==> src/rtl/bp_update_ctrl.sv <==
// bp_update_ctrl: sequences table initialisation after reset, then queues
// resolved-branch outcomes and drains them into the single pattern-table
// write port, arbitrating against fetch lookups with a starvation guard.
module bp_update_ctrl #(
  parameter int DEPTH     = 4,
  parameter int IDX_W     = 5,
  parameter int STALL_MAX = 3
) (
  input  logic                       clk,
  input  logic                       rst,
  input  logic                       ex_valid_i,
  input  logic [31:0]                ex_addr_i,
  input  logic                       ex_taken_i,
  output logic                       ex_ready_o,
  input  logic                       if_lookup_i,
  output logic                       lookup_stall_o,
  output logic                       tbl_we_o,
  output logic [IDX_W-1:0]           tbl_idx_o,
  output logic                       tbl_taken_o,
  output logic                       tbl_init_o,
  output logic                       init_busy_o,
  output logic [$clog2(DEPTH):0]     pending_o
);

  localparam int PTR_W   = $clog2(DEPTH);
  localparam int CNT_W   = PTR_W + 1;
  localparam int STALL_W = $clog2(STALL_MAX + 1);

  typedef enum logic {
    ST_INIT = 1'b0,
    ST_RUN  = 1'b1
  } state_t;

  state_t               r_state;
  logic [IDX_W-1:0]     r_init_idx;
  logic [IDX_W-1:0]     r_fifo_idx   [DEPTH];
  logic                 r_fifo_taken [DEPTH];
  logic [PTR_W-1:0]     r_head;
  logic [PTR_W-1:0]     r_tail;
  logic [CNT_W-1:0]     r_count;
  logic [STALL_W-1:0]   r_stall_cnt;

  logic                 w_run;
  logic                 w_not_full;
  logic                 w_not_empty;
  logic                 w_stall_expired;
  logic                 w_drain;
  logic                 w_push;
  logic [IDX_W-1:0]     w_push_idx;
  logic                 w_unused_addr;

  assign w_run           = (r_state == ST_RUN);
  assign w_not_full      = (r_count < CNT_W'(DEPTH));
  assign w_not_empty     = (r_count != '0);
  assign w_stall_expired = (r_stall_cnt >= STALL_W'(STALL_MAX));
  // An update takes the port when fetch does not need it, or once it has
  // waited long enough that fetch gets overridden.
  assign w_drain         = w_run && w_not_empty && (!if_lookup_i || w_stall_expired);
  // Acceptance uses the pre-pop count: a full FIFO refuses even on a pop cycle.
  assign w_push          = w_run && ex_valid_i && w_not_full;
  // Word-aligned PC: drop the byte offset, keep IDX_W index bits.
  assign w_push_idx      = ex_addr_i[IDX_W+1:2];
  // Only the index bits of the PC matter; the rest is intentionally ignored.
  assign w_unused_addr   = ^{ex_addr_i[31:IDX_W+2], ex_addr_i[1:0]};

  // Mode sequencer: walk every table index once, then switch to update mode.
  always_ff @(posedge clk) begin
    if (rst) begin
      r_state    <= ST_INIT;
      r_init_idx <= '0;
    end else begin
      case (r_state)
        ST_INIT: begin
          r_init_idx <= r_init_idx + IDX_W'(1);
          if (r_init_idx == {IDX_W{1'b1}}) begin
            r_state <= ST_RUN;
          end
        end
        ST_RUN: begin
          r_state <= ST_RUN;
        end
        default: begin
          r_state <= ST_INIT;
        end
      endcase
    end
  end

  // FIFO payload storage; contents need no reset because count gates use.
  always_ff @(posedge clk) begin
    if (w_push) begin
      r_fifo_idx[r_tail]   <= w_push_idx;
      r_fifo_taken[r_tail] <= ex_taken_i;
    end
  end

  // FIFO pointers and occupancy; a simultaneous push and pop leaves count alone.
  always_ff @(posedge clk) begin
    if (rst) begin
      r_head  <= '0;
      r_tail  <= '0;
      r_count <= '0;
    end else begin
      if (w_push) begin
        r_tail <= r_tail + PTR_W'(1);
      end
      if (w_drain) begin
        r_head <= r_head + PTR_W'(1);
      end
      case ({w_push, w_drain})
        2'b10:   r_count <= r_count + CNT_W'(1);
        2'b01:   r_count <= r_count - CNT_W'(1);
        default: r_count <= r_count;
      endcase
    end
  end

  // Starvation guard: count cycles the head has been deferred by lookups.
  always_ff @(posedge clk) begin
    if (rst) begin
      r_stall_cnt <= '0;
    end else if (w_drain || !w_not_empty) begin
      r_stall_cnt <= '0;
    end else if (if_lookup_i && !w_stall_expired) begin
      r_stall_cnt <= r_stall_cnt + STALL_W'(1);
    end
  end

  // Port outputs decoded from registered state and the live lookup request.
  always_comb begin
    ex_ready_o     = 1'b0;
    lookup_stall_o = 1'b0;
    tbl_we_o       = 1'b0;
    tbl_idx_o      = '0;
    tbl_taken_o    = 1'b0;
    tbl_init_o     = 1'b0;
    init_busy_o    = 1'b0;
    pending_o      = r_count;
    if (!w_run) begin
      tbl_we_o       = 1'b1;
      tbl_init_o     = 1'b1;
      tbl_idx_o      = r_init_idx;
      init_busy_o    = 1'b1;
      lookup_stall_o = if_lookup_i;
    end else begin
      ex_ready_o     = w_not_full;
      tbl_idx_o      = r_fifo_idx[r_head];
      tbl_taken_o    = r_fifo_taken[r_head];
      tbl_we_o       = w_drain;
      lookup_stall_o = w_drain && if_lookup_i;
    end
  end

endmodule
==> config.mk <==
export PLATFORM = sky130hd
export DESIGN_NAME = bp_update_ctrl
export DESIGN_NICKNAME = d
export VERILOG_FILES = /design/src/rtl/bp_update_ctrl.sv
export SDC_FILE = /design/constraint.sdc
export NUM_CORES = 1
export LEC_CHECK = 0
export CORE_MARGIN = 2
export CORE_UTILIZATION = 50
export CTS_CLUSTER_DIAMETER = 40
export CTS_CLUSTER_SIZE = 28
export DETAILED_ROUTE_END_ITERATION = 8
export PLACE_DENSITY = 0.83
export SLEW_MARGIN = 20
export SYNTH_ARGS = -nofsm -noshare
export SYNTH_HDL_FRONTEND = slang
export SYNTH_SLANG_ARGS = --single-unit
==> constraint.sdc <==
create_clock -name clk -period 4.05 [get_ports clk]
set_input_delay 0.405 -clock clk [delete_from_list [all_inputs] [get_ports clk]]
set_output_delay 0.405 -clock clk [all_outputs]
set_load 0.01 [all_outputs]
==> flow_summary.yaml <==
status:
  status: "finished clean"
layout:
  n_antenna_cell: 0
  drive_gt1_share_pct: 10.2
  synthToLayoutAreaGrowth_pct: 18.0
  fin_nets: 212
  design_area_um2: 2110
  regArea_um2: 1060
  fillers: 257
  multi_input_area_um2: 668
timing:
  setup_tns_ns: 0
  setup_viol_count_final: 0
  max_slew_margin_pct: 61.1
  whs_ns: 0.493
  hold_violations: 0
  tightest_slew_ns: 0.582
  rsz0062_at_grt: "false"
  clock_skew_ns: 0.00898
  slew_viol_final: 0
  period_needed_ns: 2.91
  fin_crit_sh_pct: 71.9
  max_freq_mhz: 343
drt:
  wl_per_cell_um: 15.0
  avgViaCountPerCell: 5.19
  first_pass_iters: 4
  drt_wl_total_um: 3190
  vias: 1106
  drc: 0
  ant_nets: 0
  first_iter_violations: 31
grt:
  track_usage_pct: 17.1
  grt_max_degree: 17
  grt_remaining_overflow: 0
  antenna_found_initial: 0
  grt_pass1_vias: 1148
  grt_first_pass_wirelength_um: 5150
worst_setup_path:
  critPathCaptureType: "output port"
  critical_path_class: "register to output port"
  crit_buf_inv: 2
  critPathSlowestCell: "dfxtp_1"
  start_kind: "register"
  cp.required_ns: 3.64
  crit_chain: "inv_2 -> or3_4 -> a21boi_0 -> clkdlybuf4s50_1"
  cp_max_fo: 15
  critical_path.max_stage_delay_ns: 0.66
  cp.arrival_ns: 2.51
  path_delay_family: "buffers and inverters"
clock_network:
  cts_max_path_buffers: 2
  clk_pin_slew_worst_paths_ns: 0.10
  postCtsSetupBuffers: 0
  root_buffer: "clkbuf_4"
  clock_latency_ns: 0.35
  cts_made_buffers: 5
  holdBufCountCts: 0
  cts_tree: "done"
  h-tree-depth: 2
  ctsResizeCount: 0
  cts_sinks: 41
power_and_ir_drop:
  combPwrFrac_pct: 4.8
  p_sw_share_pct: 20.6
  p_int_uw: 543
  p_switching_uw: 141
  pwr-share-clk_pct: 30.1
  p_seq_share_pct: 65.1
  vdd_drop_max_uv: 202
  p_leak_nw: 0.724
  p_per_area_nw_per_um2: 324
yosys:
  netlist.area_leader.share_pct: 40.3
  yosysWarnings: 0
  syn-instance-count: 141
  ys_seq_elements: 41
  synth.yosys.seq_area_share_pct: 59.3
  avgSynthCellArea_um2: 12.7
  yosys.area.top_type: "edfxtp_1"
  syn_nets: 187
  ys.flop_type: "edfxtp_1"
  synth-edff-count: 24
  synthArstFlopShare_pct: 0
  netlist-cell-type-count: 37
  synthesis.area_um2: 1790
  synth.area.top_cells: "edfxtp_1, dfxtp_1, ha_1, mux2i_1, nor2_1"
placed_design:
  hpwlAfterDp_um: 2310
  dpl_cell_area_um2: 2050
  numPortBuffers: 23
  gp_congestion: 0.752
floorplanning:
  rows: 21
  die_y_um: 63.8
  coreArea_um2: 3390
  ioPinCount: 51
  fp.dieW_um: 63.8
  initial_core_util_pct: 52.8
  die_area_um2: 4080
hold_path:
  hold_class: "register to register"
job:
  drv_cap: 0
## sequential cells by signal, summed over array words and instances, names as in the netlist, named ones only
register and count:
pending_o 3, r_init_idx 5, r_fifo_taken 4, r_tail 2, r_state 1, r_stall_cnt 2, r_head 2, r_fifo_idx 20
## Yosys cell counts, types with 3 or more instances
cell,number
ha_1,8
a21oi_1,4
a221o_1,3
nand2_1,5
and2_1,5
mux2i_1,8
inv_1,7
edfxtp_1,24
xnor2_1,4
dfxtp_1,17
nor2_1,17
mux2_2,5
nor2b_1,5
## power by group through the flow
stage / Combinational [mW] / Sequential, mW / Clock, mW
final: 0.0326 / 0.445 / 0.206
after global routing: 0.0351 / 0.446 / 0.224
after CTS: 0.0326 / 0.445 / 0.209
after detailed placement: 0.0324 / 0.455 / 0
after global placement: 0.0310 / 0.455 / 0
after floorplan: 0.0127 / 0.454 / 0
## layout make-up
| class | count | share of cell area [%] |
|---|---|---|
| Multi-Input combinational cell | 86 | 31.6 |
| Clock inverter | 2 | 0.414 |
| Inverter | 9 | 1.72 |
| Clock buffer | 6 | 2.43 |
| Tap cell | 46 | 2.72 |
| Sequential cell | 41 | 50.2 |
| Timing Repair Buffer | 23 | 10.9 |
## layer usage
metal / part of all wire (%) / GRT usage, % / vias to the layer above / routed length (um)
met4: 2.6 / 8.15 / 0 / 82
met3: 3.3 / 5.81 / 10 / 106
li1: - / - / 547 / -
met5: 0 / 0 / - / 0
met2: 53 / 30.9 / 16 / 1690
met1: 41 / 17.5 / 533 / 1310
## worst reg2reg max path: stages, from the launching register on
cell and delay (ns):
dfxtp_1 0.66, inv_2 0.20, or3_4 0.46, inv_4 0.09, ha_1 0.20, inv_1 0.06
fa_1 0.37, xor2_1 0.15, or3_1 0.31, a21oi_1 0.14
## cells in the final DEF (no fill, tap or decap), drive strengths merged, types with 3 or more instances in the layout
cell           netlist  final
clkbuf               2      6
ha                   8      8
a21oi                4      4
dfxtp               17     17
mux2i                8      8
clkdlybuf4s50        0     23
mux2                 7      7
and2                 5      5
nand2                5      5
nor2b                5      5
a221o                3      3
edfxtp              24     24
xnor2                4      4
nor2                17     17
inv                  9      9
## kinds of logic after synthesis
group	after synthesis	share of synthesized area, %
DFF	41	59.3
adders and majority gates	9	6.71
muxes	16	10.1
xor gates and xnor gates	6	2.93
AOI/OAI and AO/OA	13	5.10
buffers and inverters	14	3.42
and+or+nand+nor	42	12.4
## worst paths after layout
check             from             end  slack, ns  cells after the start
max            r_state  lookup_stall_o       1.14                      4
max reg2reg    r_state    pending_o[2]       1.34                      9
min reg2reg  r_head[1]       r_head[1]       0.49                      2
min          r_head[1]       r_head[1]       0.49                      2
## through the flow
stage          utilization (%)  std cells  total power, mW  setup WS, ns
3_3_place_gp              60.6        205            0.486          1.34
5_1_grt                   62.3        213            0.705          1.01
4_1_cts                   62.3        213            0.687          1.10
2_1_floorplan                -        141            0.467          1.84
3_5_place_dp              60.6        205            0.487          1.26
6_report                  62.3        213            0.684          1.14
No activity file was read; power rests on OpenSTA's default activity.
